`src/rtl/fetch_pkg.sv`:
```
// Shared types for the instruction-fetch controller: FSM state encoding,
// PC increment and the IF/ID latch payload.
package fetch_pkg;
  localparam int FETCH_XLEN = 64;
  localparam int FETCH_ILEN = 32;
  localparam int unsigned FETCH_INCR = 4;

  typedef enum logic [2:0] {
    S_IDLE,
    S_REQ,
    S_WAIT,
    S_DRAIN,
    S_HOLD
  } fetch_state_e;

  typedef struct packed {
    logic [FETCH_ILEN-1:0] instr;
    logic [FETCH_XLEN-1:0] pc;
    logic [FETCH_XLEN-1:0] npc;
  } if_id_t;
endpackage

```
`src/rtl/fetch_if_id_reg.sv`:
```
// IF/ID holding register: load captures a new instruction and sets valid,
// clear drops valid only; payload fields hold until the next load.
import fetch_pkg::*;

module fetch_if_id_reg (
  input  logic   clk,
  input  logic   reset,
  input  logic   load,
  input  logic   clear,
  input  if_id_t d,
  output logic   valid,
  output if_id_t q
);
  logic   valid_q, valid_d;
  if_id_t data_q, data_d;

  always_comb begin
    valid_d = valid_q;
    data_d  = data_q;
    if (clear) valid_d = 1'b0;
    if (load) begin
      valid_d = 1'b1;
      data_d  = d;
    end
  end

  always_ff @(posedge clk or posedge reset) begin
    if (reset) begin
      valid_q <= 1'b0;
      data_q  <= '0;
    end else begin
      valid_q <= valid_d;
      data_q  <= data_d;
    end
  end

  assign valid = valid_q;
  assign q     = data_q;
endmodule

```
`src/rtl/fetch_ctrl.sv`:
```
// Instruction-fetch sequencer: owns the PC, issues one request at a time and
// squashes stale returns on redirect. FETCH_PERF_EN adds perf counters.
import fetch_pkg::*;

module fetch_ctrl #(
  parameter int          XLEN     = FETCH_XLEN,
  parameter int          ILEN     = FETCH_ILEN,
  parameter logic [63:0] RESET_PC = 64'h0
) (
  input  logic            clk,
  input  logic            reset,
  input  logic            redirect_valid,
  input  logic [XLEN-1:0] redirect_pc,
  output logic            req_valid,
  output logic [XLEN-1:0] req_addr,
  input  logic            req_ready,
  input  logic            resp_valid,
  input  logic [ILEN-1:0] resp_data,
  output logic            if_id_valid,
  output logic [ILEN-1:0] if_id_instr,
  output logic [XLEN-1:0] if_id_pc,
  output logic [XLEN-1:0] if_id_npc,
  input  logic            id_ready
`ifdef FETCH_PERF_EN
  ,
  output logic [63:0]     perf_fetched,
  output logic [63:0]     perf_squashed
`endif
);
  fetch_state_e    state_q, state_d;
  logic [XLEN-1:0] pc_q, pc_d;
  logic [XLEN-1:0] pc_inc;
  logic            ifid_load, ifid_clear;
  if_id_t          ifid_din, ifid_q;

  // Modulo 2^XLEN: the carry out of the top bit is simply dropped.
  assign pc_inc = pc_q + XLEN'(FETCH_INCR);

  always_comb begin
    state_d    = state_q;
    pc_d       = pc_q;
    req_valid  = 1'b0;
    ifid_load  = 1'b0;
    ifid_clear = 1'b0;
    case (state_q)
      S_IDLE: state_d = S_REQ;
      S_REQ: begin
        req_valid = 1'b1;
        if (redirect_valid) pc_d = redirect_pc;
        if (req_ready) state_d = redirect_valid ? S_DRAIN : S_WAIT;
      end
      S_WAIT: begin
        if (redirect_valid) begin
          pc_d    = redirect_pc;
          state_d = resp_valid ? S_REQ : S_DRAIN;
        end else if (resp_valid) begin
          ifid_load = 1'b1;
          pc_d      = pc_inc;
          state_d   = S_HOLD;
        end
      end
      S_DRAIN: begin
        if (redirect_valid) pc_d = redirect_pc;
        if (resp_valid) state_d = S_REQ;
      end
      S_HOLD: begin
        if (redirect_valid) begin
          ifid_clear = 1'b1;
          pc_d       = redirect_pc;
          state_d    = S_REQ;
        end else if (id_ready) begin
          ifid_clear = 1'b1;
          state_d    = S_REQ;
        end
      end
      default: state_d = S_IDLE;
    endcase
  end

  always_ff @(posedge clk or posedge reset) begin
    if (reset) begin
      state_q <= S_IDLE;
      pc_q    <= XLEN'(RESET_PC);
    end else begin
      state_q <= state_d;
      pc_q    <= pc_d;
    end
  end

  assign ifid_din.instr = FETCH_ILEN'(resp_data);
  assign ifid_din.pc    = FETCH_XLEN'(pc_q);
  assign ifid_din.npc   = FETCH_XLEN'(pc_inc);

  fetch_if_id_reg u_if_id (
    .clk   (clk),
    .reset (reset),
    .load  (ifid_load),
    .clear (ifid_clear),
    .d     (ifid_din),
    .valid (if_id_valid),
    .q     (ifid_q)
  );

  assign req_addr    = pc_q;
  assign if_id_instr = ILEN'(ifid_q.instr);
  assign if_id_pc    = XLEN'(ifid_q.pc);
  assign if_id_npc   = XLEN'(ifid_q.npc);

`ifdef FETCH_PERF_EN
  logic        fetched_inc, squashed_inc;
  logic [63:0] fetched_q, fetched_d, squashed_q, squashed_d;

  // A drained response is always dropped; a WAIT response only when redirected.
  always_comb begin
    fetched_inc  = (state_q == S_HOLD) && id_ready && !redirect_valid;
    squashed_inc = ((state_q == S_HOLD) && redirect_valid) ||
                   ((state_q == S_DRAIN) && resp_valid) ||
                   ((state_q == S_WAIT) && resp_valid && redirect_valid);
    fetched_d    = fetched_q + {63'd0, fetched_inc};
    squashed_d   = squashed_q + {63'd0, squashed_inc};
  end

  always_ff @(posedge clk or posedge reset) begin
    if (reset) begin
      fetched_q  <= '0;
      squashed_q <= '0;
    end else begin
      fetched_q  <= fetched_d;
      squashed_q <= squashed_d;
    end
  end

  assign perf_fetched  = fetched_q;
  assign perf_squashed = squashed_q;
`endif
endmodule

```
`config.mk`:
```
export PLATFORM = sky130hd
export DESIGN_NAME = fetch_ctrl
export DESIGN_NICKNAME = d
export VERILOG_FILES = /design/src/rtl/fetch_pkg.sv /design/src/rtl/fetch_if_id_reg.sv /design/src/rtl/fetch_ctrl.sv
export SDC_FILE = /design/constraint.sdc
export NUM_CORES = 1
export LEC_CHECK = 0
export ABC_AREA = 1
export BUFFER_PORTS_ARGS = -buffer_cell sky130_fd_sc_hd__buf_2
export CAP_MARGIN = 20
export CORE_ASPECT_RATIO = 0.5
export CORE_MARGIN = 2
export CORE_UTILIZATION = 51
export CTS_BUF_LIST = sky130_fd_sc_hd__clkbuf_4
export DETAILED_ROUTE_END_ITERATION = 12
export PLACE_DENSITY = 0.79
export SLEW_MARGIN = 5
export SYNTH_ARGS = -nofsm -noshare
export SYNTH_HDL_FRONTEND = slang
export SYNTH_HIERARCHICAL = 1
export SYNTH_SLANG_ARGS = --single-unit
```
`constraint.sdc`:
```
create_clock -name clk -period 8.6 [get_ports clk]
set_clock_uncertainty 0.2 [all_clocks]
set_input_delay 1.29 -clock clk [delete_from_list [all_inputs] [get_ports clk]]
set_output_delay 1.29 -clock clk [all_outputs]
set_load 0.02 [all_outputs]
```
Word-level counts from Yosys, hierarchy flattened
Index checks and enable logic that the tools add are counted.
{"block": "word_totals", "ff_bits": 228, "in_bits": 102, "out_inout_bits": 226, "word_cells": 44}
{"block": "classes", "n_addsub": 1, "n_eq_ne": 9, "mux": 22, "reduce_logical": 6}
{"operator": "$mux W64", "count": 3}
{"operator": "$pmux W64 S2", "count": 1}
{"operator": "$add A64 B3 Y64 const B", "count": 1}
{"operator": "$mux W3", "count": 6}
{"operator": "$pmux W3 S5", "count": 1}
{"operator": "$mux W1", "count": 10}
{"operator": "$eq A3 B2 Y1 const B", "count": 2}
{"operator": "$ne A3 B3 Y1 const B", "count": 2}
{"operator": "$ne A2 B2 Y1 const B", "count": 2}
{"operator": "$reduce_and A4 Y1", "count": 1}
{"operator": "$reduce_bool A2 Y1", "count": 2}
{"operator": "$eq A3 B1 Y1 const B", "count": 1}
{"operator": "$eq A3 B3 Y1 const B", "count": 1}
{"operator": "$logic_not A3 Y1", "count": 1}
{"operator": "$reduce_and A3 Y1", "count": 1}
{"operator": "$reduce_or A3 Y1", "count": 1}
{"operator": "$mux W2", "count": 1}
{"operator": "$ne A2 B1 Y1 const B", "count": 1}

Logic depth before layout (Yosys ltp)
{"block": "logic_depth", "word_depth": 5, "mapped_depth": 13}

Modules after synthesis
Netlist, hierarchy kept.
{"module": "fetch_if_id_reg", "n_inst": 1, "cells_each": 681, "area_each_um2": 6064.6, "seq_area_each_um2": 4028.9}
{"module": "fetch_ctrl", "n_inst": 1, "cells_each": 907, "area_each_um2": 5487.8, "seq_area_each_um2": 1676.6}

Least setup slack after synthesis
Ideal clock, no wire load.
{"block": "synth_path", "kind": "in2reg", "start": "input port redirect_valid", "end": "register pc_q[4], in the netlist req_addr[4]", "setup_ps": 119, "arrival_time_ps": 2098, "required_ps": 8281, "path_slack_ps": 6183, "cell_stages": 7, "path_buffers": 2, "path_cell_list": "inv_1 -> nand3_1 -> nand3_2 -> inv_2 -> buf_6 -> buf_4 -> o21a_1"}
{"block": "synth_via", "elab_chain_len": 2, "elab_cells_between_ends": 5, "cone_classes": "eq/ne (2); mux (2); reduce/logical (1)"}
{"element": "from (decl)", "line_no": "fetch_ctrl.sv:12", "rtl": "input logic redirect_valid,"}
{"element": "$ne A3 B3 Y1 (no source line) (tied with other cells)"}
{"element": "$reduce_and A3 Y1 (no source line) or $pmux W64 S2 (tied branches)"}
{"element": "to (signal assigned)", "line_no": "fetch_ctrl.sv:83", "rtl": "pc_q <= XLEN'(RESET_PC);"}
{"element": "to (signal assigned)", "line_no": "fetch_ctrl.sv:86", "rtl": "pc_q <= pc_d;"}
{"element": "to (decl)", "line_no": "fetch_ctrl.sv:31", "rtl": "logic [XLEN-1:0] pc_q, pc_d;"}
Several ways; a longest one is shown, not always the timed one.
A chain may end at the register's enable or synchronous reset.

Worst setup path after layout
{"block": "layout_path", "start": "input port redirect_valid", "end": "register u_if_id.data_q (netlist bit u_if_id/q[124])"}
{"block": "layout_via", "elab_chain_len": 2}
{"element": "$mux W1", "line_no": "fetch_ctrl.sv:53", "rtl": "if (redirect_valid) begin"}
{"element": "$mux W1", "line_no": "fetch_ctrl.sv:45", "rtl": "case (state_q)"}
{"element": "via ifid_load", "line_no": "fetch_ctrl.sv:33", "rtl": "logic ifid_load, ifid_clear;"}
{"element": "to (signal assigned)", "line_no": "fetch_if_id_reg.sv:33", "rtl": "data_q <= data_d;"}
{"element": "to (decl)", "line_no": "fetch_if_id_reg.sv:15", "rtl": "if_id_t data_q, data_d;"}
The timed path passes the listed nets, and every way through them passes these cells.

==> results.txt <==
----------------------------------------------------
[GRT]
  GRT Overall Usage ... 32.1%
  Maximum number of pins on one net before global-route repair ... 101
  GR Overflow Total ... 0
  First-pass GRT wire length ... 60300 um
  Initial antenna violation count ... 7
  Number of global-route vias before repair ... 10786

[Critical path]
  Cells traversed along the worst timing path ... buf_2 > inv_1 > nand2_1 > nor2_4 > buf_4 > inv_4 > buf_4 > nand2_1 > nand2_1
  Crit Reg-Reg Endpoint ... u_if_id/q[124]$_DFFE_PP0P_
  Endpoint required time on the critical path ... 9.01 ns
  Highest-delay cell along the critical path ... sky130_fd_sc_hd__buf_4
  Critical Path End Type ... register
  Biggest fanout along the worst timing path ... 84
  Most used cell along the critical path ... sky130_fd_sc_hd__nand2_1
  CP Launch Type ... input port
  Maximum single-stage delay on the critical path ... 0.76 ns
  Startpoint of the worst register-to-register path ... state_q[1]$_DFFE_PP0P_
  Count of cells along the worst register-to-register path ... 9
  R2R setup slack ... 5.32 ns
  Beginning of the critical path ... redirect_valid
  Crit path arrival time ... 3.87 ns
  Critical setup path kind ... input port to register

[Drt]
  Wire length reported by the detailed router ... 38600 um
  Via density per instance ... 5.13
  Detail-routed net length per standard cell ... 17.0 um
  Pre-Repair DR Iteration Count ... 6
  Count of antenna-violating nets left after detailed routing ... 0
  Residual DRC count ... 0
  Number of vias in the routed layout ... 11630
  Initial DRC Count ... 1230

[Timing]
  Final setup violation count ... 0
  Max-slew violations ... 0
  RSZ-0062 raised after global routing ... false
  Transition at the pin with the smallest max-transition slack ... 1.06 ns
  Clock period minus worst slack ... 3.46 ns
  Highest clock rate ... 0.289 GHz
  Max-slew headroom ... 29.5%
  Setup Total Neg Slack ... 0 ns
  Portion of the clock cycle consumed by the worst path in the final layout ... 40.3%
  Number of failing hold endpoints at the final stage ... 0

[Final layout]
  Syn-to-layout area delta ... 21.4%
  Fin nets ... 2020
  Share of layout cells above drive strength 1 ... 23.2%

[Floorplan]
  Row Count ... 38
  Starting Density ... 52.6%
  Floorplan die width ... 217 um
  Die footprint ... 23900 um^2
  Placeable Area ... 22000 um^2
  Num ports ... 328
  Chip height ... 110 um

[Power and ir drop]
  Pleak ... 7.93 nW
  Power per cell area ... 408 nW/um^2
  Peak ir drop on the vdd network ... 369 uV
  Overall power ... 5.73 mW

[Clock tree]
  Clk Tree Root Cell ... sky130_fd_sc_hd__clkbuf_4
  Later-pin clock latency in the skew report ... 0.69 ns
  Clock tree from TritonCTS ... done
  Number of setup buffers added after CTS ... 0
  Maximum level of the CTS H-tree ... 2
  Clock buffers created by TritonCTS ... 53
  Hold-fix buffer count after cts ... 0
  Clock sink total ... 228
  Clock Path Buffers ... 3
  Post-CTS resize count ... 0
  Clock-pin slew on the worst setup and hold paths ... 0.07 ns

[Worst hold path]
  Worst Hold Endpoint ... u_if_id/q[144]$_DFFE_PP0P_
  Number of instances on the worst hold path ... 2
  Class of the most critical hold timing path ... register to register
  Critical hold path startpoint ... u_if_id/q[144]$_DFFE_PP0P_

[Synth]
  Number of different library cells in the post-synthesis netlist ... 33
  Sequential share of the synthesized area ... 49.4%
  Cell taking the most area after synthesis ... sky130_fd_sc_hd__dfrtp_1
  Count of warnings emitted by yosys ... 6
  Syn Nets ... 1691
  Flops & latches, synth ... 228
  Cells taking the most area after synthesis ... sky130_fd_sc_hd__dfrtp_1 (49%), sky130_fd_sc_hd__nand2_1 (27%), sky130_fd_sc_hd__nor2_1 (4.3%)
  Post-synth design cell area ... 11600 um^2
  Commonest cells in the netlist ... sky130_fd_sc_hd__nand2_1 (831), sky130_fd_sc_hd__dfrtp_1 (228), sky130_fd_sc_hd__nor2_1 (131)
  Post-synthesis area per instance ... 7.27 um^2
  Post-synth EDFFs ... 0
  Top flip-flop cell by instance count after synthesis ... sky130_fd_sc_hd__dfrtp_1
  Synthesized instance count ... 1588
  Count leader, synth ... sky130_fd_sc_hd__nand2_1
  Fraction of registers with async set or reset after synthesis ... 100%
  Top-area cell type share of the netlist area ... 49.4%

[Placement]
  Routability congestion estimate ... 0.950
  I/O Buffers ... 327
  Hpwl dp ... 27500 um

[Run]
  Max-Cap Viols ... 0

[Status]
  Run status ... finished clean

----------------------------------------------------
==> cell usage in the layout (no fill, tap or decap) <==
master and instances:
sky130_fd_sc_hd__a221oi_1 1, sky130_fd_sc_hd__nor3_2 1, sky130_fd_sc_hd__nand2_1 831, sky130_fd_sc_hd__o22ai_1 6, sky130_fd_sc_hd__clkinv_2 1, sky130_fd_sc_hd__clkinvlp_4 1, sky130_fd_sc_hd__or2_2 2, sky130_fd_sc_hd__nand2_2 7
sky130_fd_sc_hd__buf_2 327, sky130_fd_sc_hd__o21ai_1 54, sky130_fd_sc_hd__nor2_1 130, sky130_fd_sc_hd__ha_1 1, sky130_fd_sc_hd__buf_4 10, sky130_fd_sc_hd__o21ai_0 8, sky130_fd_sc_hd__o211ai_1 2, sky130_fd_sc_hd__bufinv_16 2
sky130_fd_sc_hd__diode_2 7, sky130_fd_sc_hd__clkinv_1 17, sky130_fd_sc_hd__nor2_4 5, sky130_fd_sc_hd__a21oi_1 2, sky130_fd_sc_hd__xor2_1 20, sky130_fd_sc_hd__inv_2 5, sky130_fd_sc_hd__inv_4 1, sky130_fd_sc_hd__clkbuf_4 81
sky130_fd_sc_hd__inv_1 90, sky130_fd_sc_hd__xnor2_1 6, sky130_fd_sc_hd__dfrtp_1 228, sky130_fd_sc_hd__a31oi_1 1, sky130_fd_sc_hd__nand3_2 2, sky130_fd_sc_hd__nand3b_1 1, sky130_fd_sc_hd__o21a_1 41, sky130_fd_sc_hd__nand3_1 59
sky130_fd_sc_hd__inv_6 1, sky130_fd_sc_hd__nor2_2 6, sky130_fd_sc_hd__mux2_2 2, sky130_fd_sc_hd__nand4_1 8
==> critical path: cells and delay by family <==
kind                   cells  cell delay (ns)
buffers and inverters      5             2.06
and+or+nand+nor            4             0.44
==> layer usage <==
| layer | global-route usage [%] | part of all wire (%) | up-vias |
|---|---|---|---|
| met3 | 6.72 | 9.1 | 96 |
| met1 | 47.7 | 45 | 5376 |
| met2 | 46.2 | 42 | 564 |
| li1 | - | - | 5594 |
| met5 | 0 | 0 | - |
| met4 | 11.4 | 3.0 | 0 |
==> where the power goes <==
group / leakage, nW / switching (mW) / internal [mW]
sequential: 2.87 / 0.544 / 1.59
clock: 0.425 / 0.454 / 0.490
combinational: 4.64 / 1.81 / 0.841
total: 7.93 / 2.80 / 2.92
==> worst max-delay path by stage <==
stage,slack (ns),end,cells after the start
floorplan,2.76,u_if_id/q[0]$_DFFE_PP0P_,1
global placement,4.58,u_if_id/q[154]$_DFFE_PP0P_,9
detailed placement,4.51,u_if_id/q[124]$_DFFE_PP0P_,9
CTS,5.21,u_if_id/q[124]$_DFFE_PP0P_,9
global route,4.96,u_if_id/q[98]$_DFFE_PP0P_,9
finish,5.14,u_if_id/q[124]$_DFFE_PP0P_,9
==> final cells by class <==
class | count | area, um^2
timing repair buffer | 337 | 1710
inverter | 101 | 387
multi-input combinational | 1196 | 5100
clock inverter | 17 | 121
sequential | 228 | 5710
tap | 300 | 375
clock buffer | 81 | 608
fill | 2032 | 7940
antenna | 7 | 17.5
==> stage by stage <==
step	std cells	util, %	setup WS, ns	hold slack (ns)	area, um^2
after global placement	2162	60.4	4.58	0.248	13300
after global routing	2267	63.8	4.96	0.283	14000
after floorplan	1588	-	2.76	0.288	11600
after CTS	2260	63.8	5.21	0.269	14000
after detailed placement	2162	60.4	4.51	0.253	13300
final	2267	63.8	5.14	0.266	14000
==> flip-flops by register name (all words and copies together) (netlist names) <==
| register | cells |
|---|---|
| u_if_id/q | 160 |
| u_if_id/valid | 1 |
| req_addr | 64 |
| state_q | 3 |
==> cells by family (layout without fill, tap and decap cells) <==
family	Yosys count	after routing	synth area share, %
xor gates and xnor gates	26	26	1.97
muxes	2	2	0.195
adders and majority gates	1	1	0.108
buffers and inverters	164	536	6.58
AOI/OAI and AO/OA	115	115	6.02
and+or+nand+nor	1052	1052	35.7
other	0	7	0
DFF	228	228	49.4
No activity file was read; power rests on OpenSTA's default activity.
